--- config.mk ---
export PLATFORM = sky130hd
export DESIGN_NAME = cosine_phase_scheduler
export DESIGN_NICKNAME = d
export VERILOG_FILES = /design/src/rtl/microstep_pkg.sv /design/src/rtl/cosine.sv /design/src/rtl/quadrant_fold.sv /design/src/rtl/cosine_phase_scheduler.sv
export SDC_FILE = /design/constraint.sdc
export NUM_CORES = 1
export LEC_CHECK = 0
export CAP_MARGIN = 20
export CORE_ASPECT_RATIO = 1.1
export CORE_MARGIN = 8
export CORE_UTILIZATION = 35
export DETAILED_ROUTE_END_ITERATION = 10
export GPL_TIMING_DRIVEN = 0
export HOLD_SLACK_MARGIN = 0.02
export SETUP_SLACK_MARGIN = 0.3
export SLEW_MARGIN = 20
export SYNTH_ARGS = -nofsm -noshare
export SYNTH_HDL_FRONTEND = slang
export SYNTH_SLANG_ARGS = --single-unit
--- constraint.sdc ---
create_clock -name clk -period 7.8 [get_ports clk]
set_input_delay 1.95 -clock clk [delete_from_list [all_inputs] [get_ports clk]]
set_output_delay 1.95 -clock clk [all_outputs]
set_load 0.05 [all_outputs]
--- src/rtl/microstep_pkg.sv ---
// Shared types and constants for the microstepper phase scheduler.
//   PHASE_W/IDX_W/MAG_W : electrical phase, ROM index and magnitude widths
//   quadrant_t          : top two phase bits
//   sched_state_t       : scheduler FSM states
//   coil_drive_t        : magnitude + polarity pair driven to the PWM stage
//   scale_mag()         : (mag * scale) >> 8, used only when
//                         COSINE_SCHED_SCALE_EN is defined
package microstep_pkg;
  localparam int PHASE_W = 8;
  localparam int IDX_W   = 6;
  localparam int MAG_W   = 8;

  typedef logic [1:0] quadrant_t;

  typedef enum logic [1:0] {IDLE, LOOK_A, LOOK_B, CAP_B} sched_state_t;

  typedef struct packed {
    logic [MAG_W-1:0] mag;
    logic             neg;
  } coil_drive_t;

  // Upper byte of an 8x8 product: full scale 255 gives slightly below unity.
  function automatic logic [MAG_W-1:0] scale_mag(input logic [MAG_W-1:0] m,
                                                 input logic [MAG_W-1:0] s);
    logic [2*MAG_W-1:0] p;
    p = m * s;
    return p[2*MAG_W-1:MAG_W];
  endfunction
endpackage

--- src/rtl/cosine.sv ---
// Quarter-wave cosine ROM, round(255*cos(idx*pi/128)), one-cycle registered read.
// The output register is not reset: it is only consumed after a lookup.
//   clk : clock
//   idx : 6-bit index
//   mag : 8-bit magnitude, valid one cycle after idx
module cosine
  import microstep_pkg::*;
(
  input  logic             clk,
  input  logic [IDX_W-1:0] idx,
  output logic [MAG_W-1:0] mag
);
  always_ff @(posedge clk) begin
    unique case (idx)
      6'd0:  mag <= 8'd255; 6'd1:  mag <= 8'd255; 6'd2:  mag <= 8'd255; 6'd3:  mag <= 8'd254;
      6'd4:  mag <= 8'd254; 6'd5:  mag <= 8'd253; 6'd6:  mag <= 8'd252; 6'd7:  mag <= 8'd251;
      6'd8:  mag <= 8'd250; 6'd9:  mag <= 8'd249; 6'd10: mag <= 8'd247; 6'd11: mag <= 8'd246;
      6'd12: mag <= 8'd244; 6'd13: mag <= 8'd242; 6'd14: mag <= 8'd240; 6'd15: mag <= 8'd238;
      6'd16: mag <= 8'd236; 6'd17: mag <= 8'd233; 6'd18: mag <= 8'd231; 6'd19: mag <= 8'd228;
      6'd20: mag <= 8'd225; 6'd21: mag <= 8'd222; 6'd22: mag <= 8'd219; 6'd23: mag <= 8'd215;
      6'd24: mag <= 8'd212; 6'd25: mag <= 8'd208; 6'd26: mag <= 8'd205; 6'd27: mag <= 8'd201;
      6'd28: mag <= 8'd197; 6'd29: mag <= 8'd193; 6'd30: mag <= 8'd189; 6'd31: mag <= 8'd185;
      6'd32: mag <= 8'd180; 6'd33: mag <= 8'd176; 6'd34: mag <= 8'd171; 6'd35: mag <= 8'd167;
      6'd36: mag <= 8'd162; 6'd37: mag <= 8'd157; 6'd38: mag <= 8'd152; 6'd39: mag <= 8'd147;
      6'd40: mag <= 8'd142; 6'd41: mag <= 8'd136; 6'd42: mag <= 8'd131; 6'd43: mag <= 8'd126;
      6'd44: mag <= 8'd120; 6'd45: mag <= 8'd115; 6'd46: mag <= 8'd109; 6'd47: mag <= 8'd103;
      6'd48: mag <= 8'd98;  6'd49: mag <= 8'd92;  6'd50: mag <= 8'd86;  6'd51: mag <= 8'd80;
      6'd52: mag <= 8'd74;  6'd53: mag <= 8'd68;  6'd54: mag <= 8'd62;  6'd55: mag <= 8'd56;
      6'd56: mag <= 8'd50;  6'd57: mag <= 8'd44;  6'd58: mag <= 8'd37;  6'd59: mag <= 8'd31;
      6'd60: mag <= 8'd25;  6'd61: mag <= 8'd19;  6'd62: mag <= 8'd13;  6'd63: mag <= 8'd6;
      default: mag <= 8'd0;
    endcase
  end
endmodule

--- src/rtl/quadrant_fold.sv ---
// Folds an electrical phase onto the cosine quarter-wave.
//   p   : electrical phase, [7:6] quadrant, [5:0] index
//   idx : quarter-wave ROM index (mirrored in odd quadrants)
//   neg : polarity, 1 = negative half of the cosine
module quadrant_fold
  import microstep_pkg::*;
(
  input  logic [PHASE_W-1:0] p,
  output logic [IDX_W-1:0]   idx,
  output logic               neg
);
  quadrant_t        q;
  logic [IDX_W-1:0] i;

  assign q = p[PHASE_W-1:IDX_W];
  assign i = p[IDX_W-1:0];

  always_comb begin
    idx = i;
    neg = 1'b0;
    unique case (q)
      2'd0: begin idx = i;  neg = 1'b0; end
      2'd1: begin idx = ~i; neg = 1'b1; end
      2'd2: begin idx = i;  neg = 1'b1; end
      2'd3: begin idx = ~i; neg = 1'b0; end
      default: ;
    endcase
  end
endmodule

--- src/rtl/cosine_phase_scheduler.sv ---
// Shares one cosine quarter-wave ROM between the two microstepper coils.
// Coil A = cos(phase), coil B = cos(phase - B_OFFSET). Fixed 4-cycle latency,
// one request per 4 cycles, both coils always update together.
// Optional: COSINE_SCHED_SCALE_EN adds current_scale; each magnitude becomes
// (rom * scale) >> 8 with scale sampled when the request is accepted.
//   clk, reset      : clock, asynchronous active-high reset
//   phase_req/phase : request strobe and 8-bit electrical phase
//   phase_ready     : high in IDLE; requests while low are dropped
//   coil_{a,b}_mag  : coil magnitudes
//   coil_{a,b}_neg  : coil polarities, 1 = negative
//   out_valid       : one-cycle pulse when both coils were updated
//   current_scale   : (optional) magnitude scale
module cosine_phase_scheduler
  import microstep_pkg::*;
#(
  parameter logic [PHASE_W-1:0] B_OFFSET = 8'd64
) (
  input  logic               clk,
  input  logic               reset,
  input  logic               phase_req,
  input  logic [PHASE_W-1:0] phase,
  output logic               phase_ready,
  output logic [MAG_W-1:0]   coil_a_mag,
  output logic               coil_a_neg,
  output logic [MAG_W-1:0]   coil_b_mag,
  output logic               coil_b_neg,
`ifdef COSINE_SCHED_SCALE_EN
  input  logic [MAG_W-1:0]   current_scale,
`endif
  output logic               out_valid
);
  sched_state_t       state, state_nxt;
  logic [PHASE_W-1:0] phase_q, phase_b;
  logic [IDX_W-1:0]   idx_a, idx_b, rom_idx;
  logic               neg_a, neg_b;
  logic [MAG_W-1:0]   rom_mag, mag_cap, hold_a;
  coil_drive_t        coil_a, coil_b;
  logic               accept;

  assign accept  = phase_req & phase_ready;
  assign phase_b = phase_q - B_OFFSET;  // 8-bit modular wrap

  quadrant_fold u_fold_a (.p(phase_q), .idx(idx_a), .neg(neg_a));
  quadrant_fold u_fold_b (.p(phase_b), .idx(idx_b), .neg(neg_b));

  cosine u_rom (.clk(clk), .idx(rom_idx), .mag(rom_mag));

`ifdef COSINE_SCHED_SCALE_EN
  logic [MAG_W-1:0] scale_q;
  always_ff @(posedge clk or posedge reset) begin
    if (reset)       scale_q <= '0;
    else if (accept) scale_q <= current_scale;
  end
  assign mag_cap = scale_mag(rom_mag, scale_q);
`else
  assign mag_cap = rom_mag;
`endif

  // State register
  always_ff @(posedge clk or posedge reset) begin
    if (reset) state <= IDLE;
    else       state <= state_nxt;
  end

  // Next state
  always_comb begin
    state_nxt = state;
    unique case (state)
      IDLE:    if (accept) state_nxt = LOOK_A;
      LOOK_A:  state_nxt = LOOK_B;
      LOOK_B:  state_nxt = CAP_B;
      CAP_B:   state_nxt = IDLE;
      default: state_nxt = IDLE;
    endcase
  end

  // State-decoded outputs. The ROM is addressed with the B index outside
  // LOOK_A; the read in IDLE/CAP_B is simply ignored.
  always_comb begin
    phase_ready = (state == IDLE);
    rom_idx     = (state == LOOK_A) ? idx_a : idx_b;
  end

  // Datapath: A is parked in hold_a until B arrives so both coils commit at once.
  always_ff @(posedge clk or posedge reset) begin
    if (reset) begin
      phase_q   <= '0;
      hold_a    <= '0;
      coil_a    <= '0;
      coil_b    <= '0;
      out_valid <= 1'b0;
    end else begin
      out_valid <= 1'b0;
      if (accept)          phase_q <= phase;
      if (state == LOOK_B) hold_a  <= mag_cap;
      if (state == CAP_B) begin
        coil_a    <= '{mag: hold_a,  neg: neg_a};
        coil_b    <= '{mag: mag_cap, neg: neg_b};
        out_valid <= 1'b1;
      end
    end
  end

  assign coil_a_mag = coil_a.mag;
  assign coil_a_neg = coil_a.neg;
  assign coil_b_mag = coil_b.mag;
  assign coil_b_neg = coil_b.neg;
endmodule

==> run_results.csv <==
group,metric,value,unit
outcome,status,"complete, no violations",
global_route,antenna_found_initial,0,
sta,fmaxAchievable,259,MHz
worst_hold_path,hp-class,"flip-flop to flip-flop",
global_route,grtUsageTotal,14.5,%
die,rows,36,
synth,ys_seq_area_share,34.6,%
finish,layout.nets,398,
die,dieWidth,106,um
die,floorplan.initialDensity,35.8,%
setup_path,cp.required,5850,ps
worst_hold_path,hold_path_startpoint,"u_rom.mag[4]$_DFF_P_",
die,die_h,115,um
synth,synthXorXnorAreaFrac,2.71,%
synth,synth_top_family_by_area,"compound AO/OA/AOI/OAI gates",
detailed_routing,first_pass_iters,6,
setup_path,cp-start-kind,"flip-flop",
detailed_routing,drt-total-wl,8850,um
synth,ys_warn_count,0,
synth,synth_top_area_share,29.5,%
detailed_routing,vias,2888,
synth,postSynthCellCount,337,
sta,slew_headroom,48.0,%
synth,synthTopCellsByArea,"dfrtp_1 29%, mux2_2 12%, ha_1 5.2%",
finish,register_area,1090,um2
finish,fill_cells,873,
global_route,first_global_vias,2689,
sta,period_share,49.5,%
setup_path,crit_fanout,5,
global_route,grt_pass1_wl,14200,um
finish,drive_above_1_share,18.1,%
clock_network,clockBufferDepth,2,
placement,port_buffers,30,
synth,synthAdderAreaFrac,5.18,%
global_route,grt_max_degree,38,
clock_network,postCtsResizedCells,0,
clock_network,numCtsBuffers,5,
detailed_routing,initialDrtViolationCount,391,
run,maxCapViolations,0,
setup_path,critPathLaunch,"state[1]$_DFFE_PP0P_",
setup_path,r2r-start,"state[1]$_DFFE_PP0P_",
synth,ys_types,65,
detailed_routing,viasPerCell,5.91,
synth,synth_edf_count,0,
synth,synth-simple-area-share,14.4,%
sta,drv_slew,0,
synth,synthesis.area,3140,um2
setup_path,worst-setup-path-type,"flip-flop to output port",
finish,stdcell_area,3690,um2
finish,area_delta_synth_final,17.5,%
sta,setup_tns,0,ps
clock_network,clock_latency,290,ps
synth,synthMuxAreaShare,13.3,%
placement,place_hpwl,6580,um
clock_network,cts_tree,"built",
detailed_routing,ant_nets,0,
sta,finalCriticalPeriod,3860,ps
synth,synth_compound_area_share,22.9,%
synth,synth_area_leader_cell,"dfrtp_1",
synth,ys_ff_latch,45,
clock_network,numClockSinks,45,
setup_path,cp.arrival,1910,ps
global_route,grt_overflow,0,
clock_network,cts.clk_slew.worst_paths,90,ps
clock_network,postCtsSetupRepairBufs,0,
die,core_area,8780,um2
die,die_area,12300,um2
sta,setup_violations,0,
clock_network,holdBufCountCts,0,
placement,place_area,3580,um2
finish,multi_input_area,1840,um2
sta,rsz0062_at_grt,"no",
clock_network,cts-root-buf,"clkbuf_8",
synth,ys.flop_type,"dfrtp_1",
clock_network,htree_levels,2,
placement,place.gp.congestion,0.986,
detailed_routing,wl_per_cell,18.1,um
synth,async_reset_ff_share,82.2,%
detailed_routing,remaining_drc_errors,0,
finish,antenna_cells,0,
sta,fin_skew,9.78,ps
sta,worst_pin_slew,779,ps
synth,avgSynthCellArea,9.32,um2
die,io_pins,31,
synth,syn-num-nets,361,
sta,hold_viol,0,
setup_path,crit_path_end_kind,"output port",
==> sequential cells by signal, summed over array words and instances, names as in the netlist <==
name / count
coil_b_mag: 8
out_valid: 1
coil_a_mag: 8
state: 2
phase_q: 8
coil_a_neg: 1
u_rom.mag: 8
hold_a: 8
coil_b_neg: 1
==> path summary, 6_finish.rpt <==
check | cells past startpoint | endpoint | slack (ps)
worst max register to register | 12 | u_rom.mag[0]$_DFF_P_ | 4300
worst min-delay path | 1 | hold_a[4]$_DFFE_PP0P_ | 490
worst min register to register | 1 | hold_a[4]$_DFFE_PP0P_ | 490
worst max-delay path | 3 | phase_ready | 3940
min in group asynchronous | 2 | state[1]$_DFFE_PP0P_ | 2110
max in group asynchronous | 2 | coil_a_mag[2]$_DFFE_PP0P_ | 5190
==> per-stage QoR <==
step	setup WS [ps]	instances	hold WS [ps]	utilization, %
2_1_floorplan	4870	337	457	-
3_3_place_gp	4210	481	465	40.8
3_5_place_dp	4270	481	474	40.8
4_1_cts	3930	489	497	42.0
5_1_grt	3870	489	512	42.0
6_report	3940	489	490	42.0
==> critical path, cell delays in order, from the launching register on <==
cell,delay (ps)
dfrtp_1,410
inv_1,110
ha_1,250
clkdlybuf4s50_1,840
==> layout by cell type (no fill, tap or decap), drive strengths merged, types with 3 or more instances in the layout <==
cell type | netlist | final
a211o | 3 | 3
nand2b | 9 | 9
ha | 13 | 13
dfxtp | 8 | 8
inv | 15 | 15
a22oi | 5 | 5
o221ai | 4 | 4
nor3 | 8 | 8
nand3 | 9 | 9
o211ai | 5 | 5
a211oi | 8 | 8
a221o | 4 | 4
o2111ai | 3 | 3
clkbuf | 12 | 18
nand2 | 17 | 17
a2bb2oi | 3 | 3
clkdlybuf4s50 | 0 | 30
dfrtp | 37 | 37
nor2b | 4 | 4
and3 | 4 | 4
o21ai | 20 | 20
xnor2 | 6 | 6
mux2 | 33 | 33
nor2 | 30 | 30
buf | 16 | 16
a31oi | 4 | 4
o22ai | 5 | 5
a21oi | 21 | 21
==> logic make-up after synthesis <==
group / Yosys count
AOI/OAI and AO/OA: 100
and+or+nand+nor: 91
DFF: 45
buffers and inverters: 44
muxes: 36
adders and majority gates: 13
xor gates and xnor gates: 8
==> metal layers <==
metal | share of wire (%) | vias to the layer above | GRT usage, %
li1 | - | 1306 | -
met1 | 41 | 1367 | 18.3
met2 | 45 | 174 | 23.3
met3 | 8.5 | 41 | 2.35
met4 | 4.9 | 0 | 7.70
met5 | 0 | - | 0
==> synthesized netlist by cell type (2+ instances only) <==
cell       count
a211o_1        3
a211oi_1       4
a211oi_2       4
a21oi_1       20
a221o_1        4
a22oi_1        5
a2bb2oi_1      3
a31oi_1        4
a41oi_1        2
and3_1         3
buf_1          3
buf_2          8
buf_6          3
clkbuf_1      12
dfrtp_1       37
dfxtp_1        8
ha_1          13
inv_1         14
mux2_2        33
mux2i_1        2
nand2_1       16
nand2b_1       9
nand3_1        9
nor2_1        29
nor2b_1        4
nor3_1         8
nor4_1         2
o2111ai_1      3
o211ai_1       5
o21ai_0       16
o21ai_1        4
o221ai_1       4
o22ai_1        5
o31ai_1        2
or3_1          2
xnor2_1        5
==> cell type report <==
cell class | count | share of cell area (%)
clock inverter | 2 | 0.949
buffer | 28 | 4.27
clock buffer | 6 | 1.97
sequential | 45 | 29.4
timing repair buffer | 30 | 8.14
inverter | 16 | 1.63
tap | 114 | 3.86
multi-input combinational | 248 | 49.8
Power is not shown: default switching activity piles up to over one toggle a cycle in this logic, so the estimate is an artifact.
==> patch (same flow settings) <==
The 4 states of `sched_state_t` get a Gray code encoding in 2 bits.
--- a/src/rtl/microstep_pkg.sv
+++ b/src/rtl/microstep_pkg.sv
@@ -14,3 +14,3 @@
 
-  typedef enum logic [1:0] {IDLE, LOOK_A, LOOK_B, CAP_B} sched_state_t;
+  typedef enum logic [1:0] {IDLE = 2'b00, LOOK_A = 2'b01, LOOK_B = 2'b11, CAP_B = 2'b10} sched_state_t;
 
Behaviour: same outputs for any inputs over 10 cycles, from zero or initial values and one cycle with reset high; not proved beyond that.
==> patch against the original RTL <==
Global-route usage increased by 1.0 points; cell area fell by 4.5%; synthesized area decreased by 4.6%; sequential share of layout area grew 1.4 points; routed wire length is 2.2% higher; largest cell class unchanged; worst setup slack better by 150 ps; sequential cell count unchanged; non-clock buffer count up 2; critical endpoint is now u_rom.mag[0]$_DFF_P_.
Power is left out: the tool's default activity adds up to more than one toggle a clock period on the data nets, which glitch-free logic cannot reach.
==> patch: results (changes against the original RTL) <==
Synth area leaders=dfrtp_1 31%, mux2_2 11%, dfxtp_1 5.3%, o21ai_0 4.7%, nor2_1 3.9% (was dfrtp_1 29%, mux2_2 12%, ha_1 5.2%, dfxtp_1 5.1%, nor2_1 3.5%); Yosys cell types=56 (was 65); 1st-iter DRT viols=291 (was 391); dpl hpwl=6630 um (was 6580 um); Post-Route Skew=7.50 ps (was 9.78 ps); Worst-path clk slew=80 ps; met3 Track Usage GR=3.24% (was 2.35%); Seq/Total Area, Yosys=36.3% (was 34.6%); share of cells above drive strength 1=14.3% (was 18.1%); status=finished clean (unchanged); drt via density=5.82 (was 5.91); gr busiest metal=met2 (unchanged); top cells by count, synth=37 x dfrtp_1, 31 x nor2_1, 29 x nand2_1, 28 x mux2_2, 28 x o21ai_0 (was 37 x dfrtp_1, 33 x mux2_2, 29 x nor2_1, 20 x a21oi_1); CTS H-tree lvls=2 (unchanged); largest stage delay on the critical path=570 ps (was 840 ps); initial antenna violation count=0 (unchanged); clk root buf=clkbuf_8 (unchanged); crit path max-delay cell type=nor4_1 (was clkdlybuf4s50_1); TritonRoute pass-1 iters=5 (was 6); Total GRT Usage=15.5% (was 14.5%); Clock Latency Late Sink=290 ps (about the same); Post-synth ARST share=82.2% (unchanged); first-pass GRT wire length=14900 um (was 14200 um); final wirelength=9040 um (was 8850 um); synth warn=0 (unchanged); Max-slew headroom=45.9% (was 48.0%); vias in the first global route=2698 (was 2689); n_diodes=0 (unchanged); Inserted Clock Buffers=5 (unchanged); Tightest Hold Check Type=flop to flop (unchanged); setup bufs post-CTS=0 (unchanged); Crit Path Max Fanout=10 (was 5); routability cong.=0.946 (was 0.986); post-CTS sizing=0 (unchanged); IO Port Bufs=30 (unchanged); Post-Syn Nets=353 (was 361); grt met1 use=19.9% (was 18.3%); Primary FF master, synth=dfrtp_1 (unchanged); met2 Use GR=24.1% (was 23.3%); fin nets=390 (was 398); endpoint arrival time on the critical path=3900 ps (was 1910 ps); largest net degree at the start of global routing=38 (unchanged); clock buffer depth=2 (unchanged)
-- patch: cell count changes after synthesis, sizes merged, moves of 5 or more --
| cell | before | now |
|---|---|---|
| mux2 | 33 | 28 |
| nor3 | 8 | 16 |
| o21ai | 20 | 28 |
| nand2 | 17 | 29 |
| clkbuf | 12 | 17 |
| a21oi | 21 | 14 |
-- patch: cells by family (layout without fill, tap and decap cells) --
group	count (synthesis)	count (layout)	synth area share (%)
buffers and inverters	41	79	5.97
XOR/XNOR	11	11	4.97
AO/OA/AOI/OAI	91	91	20.5
AND/OR/NAND/NOR	104	104	15.9
flip-flops	45	45	36.3
multiplexers	32	32	12.7
adder cells (fa/ha/maj)	9	9	3.76
-- patch: cell type report --
type / count / area, sq um
buffer: 30 / 138
clock buffer: 5 / 68.8
clock inverter: 3 / 21.3
fill: 870 / 4840
inverter: 11 / 41.3
multi-input combinational: 247 / 1730
sequential: 45 / 1090
tap: 111 / 139
timing repair buffer: 30 / 300
-- patch: worst max-delay path: cells and delay by family (launching register included) --
family | cells | cell delay, ps
AOI/OAI and AO/OA | 2 | 470
xor gates and xnor gates | 2 | 560
adders and majority gates | 1 | 180
buffers and inverters | 4 | 1090
DFF | 1 | 430
and+or+nand+nor | 3 | 860
-- patch: worst paths after layout --
path / cells after the start / slack [ps] / from / to
max in group asynchronous: 2 / 5200 / reset / coil_b_mag[4]$_DFFE_PP0P_
min reg2reg: 1 / 490 / u_rom.mag[1]$_DFF_P_ / hold_a[1]$_DFFE_PP0P_
max reg2reg: 12 / 4080 / state[0]$_DFFE_PP0P_ / u_rom.mag[0]$_DFF_P_
min in group asynchronous: 2 / 2110 / reset / coil_a_mag[2]$_DFFE_PP0P_
max: 12 / 4080 / state[0]$_DFFE_PP0P_ / u_rom.mag[0]$_DFF_P_
min: 1 / 490 / u_rom.mag[1]$_DFF_P_ / hold_a[1]$_DFFE_PP0P_
-- patch: stage by stage --
step | cells | hold WS (ps) | util, % | setup WS, ps | cell area [sq um]
final | 482 | 492 | 42.1 | 4080 | 3520
after CTS | 482 | 493 | 42.1 | 4170 | 3520
after floorplan | 333 | 458 | - | 4770 | 3000
after global routing | 482 | 511 | 42.1 | 3820 | 3520
after global placement | 474 | 468 | 41.1 | 4160 | 3430
after detailed placement | 474 | 472 | 41.1 | 4240 | 3430
-- patch: layer usage --
metal / wire (um) / share of wire (%)
met4: 299 / 3.3
met1: 3890 / 43
met2: 4080 / 45
met3: 763 / 8.4
met5: 0 / 0
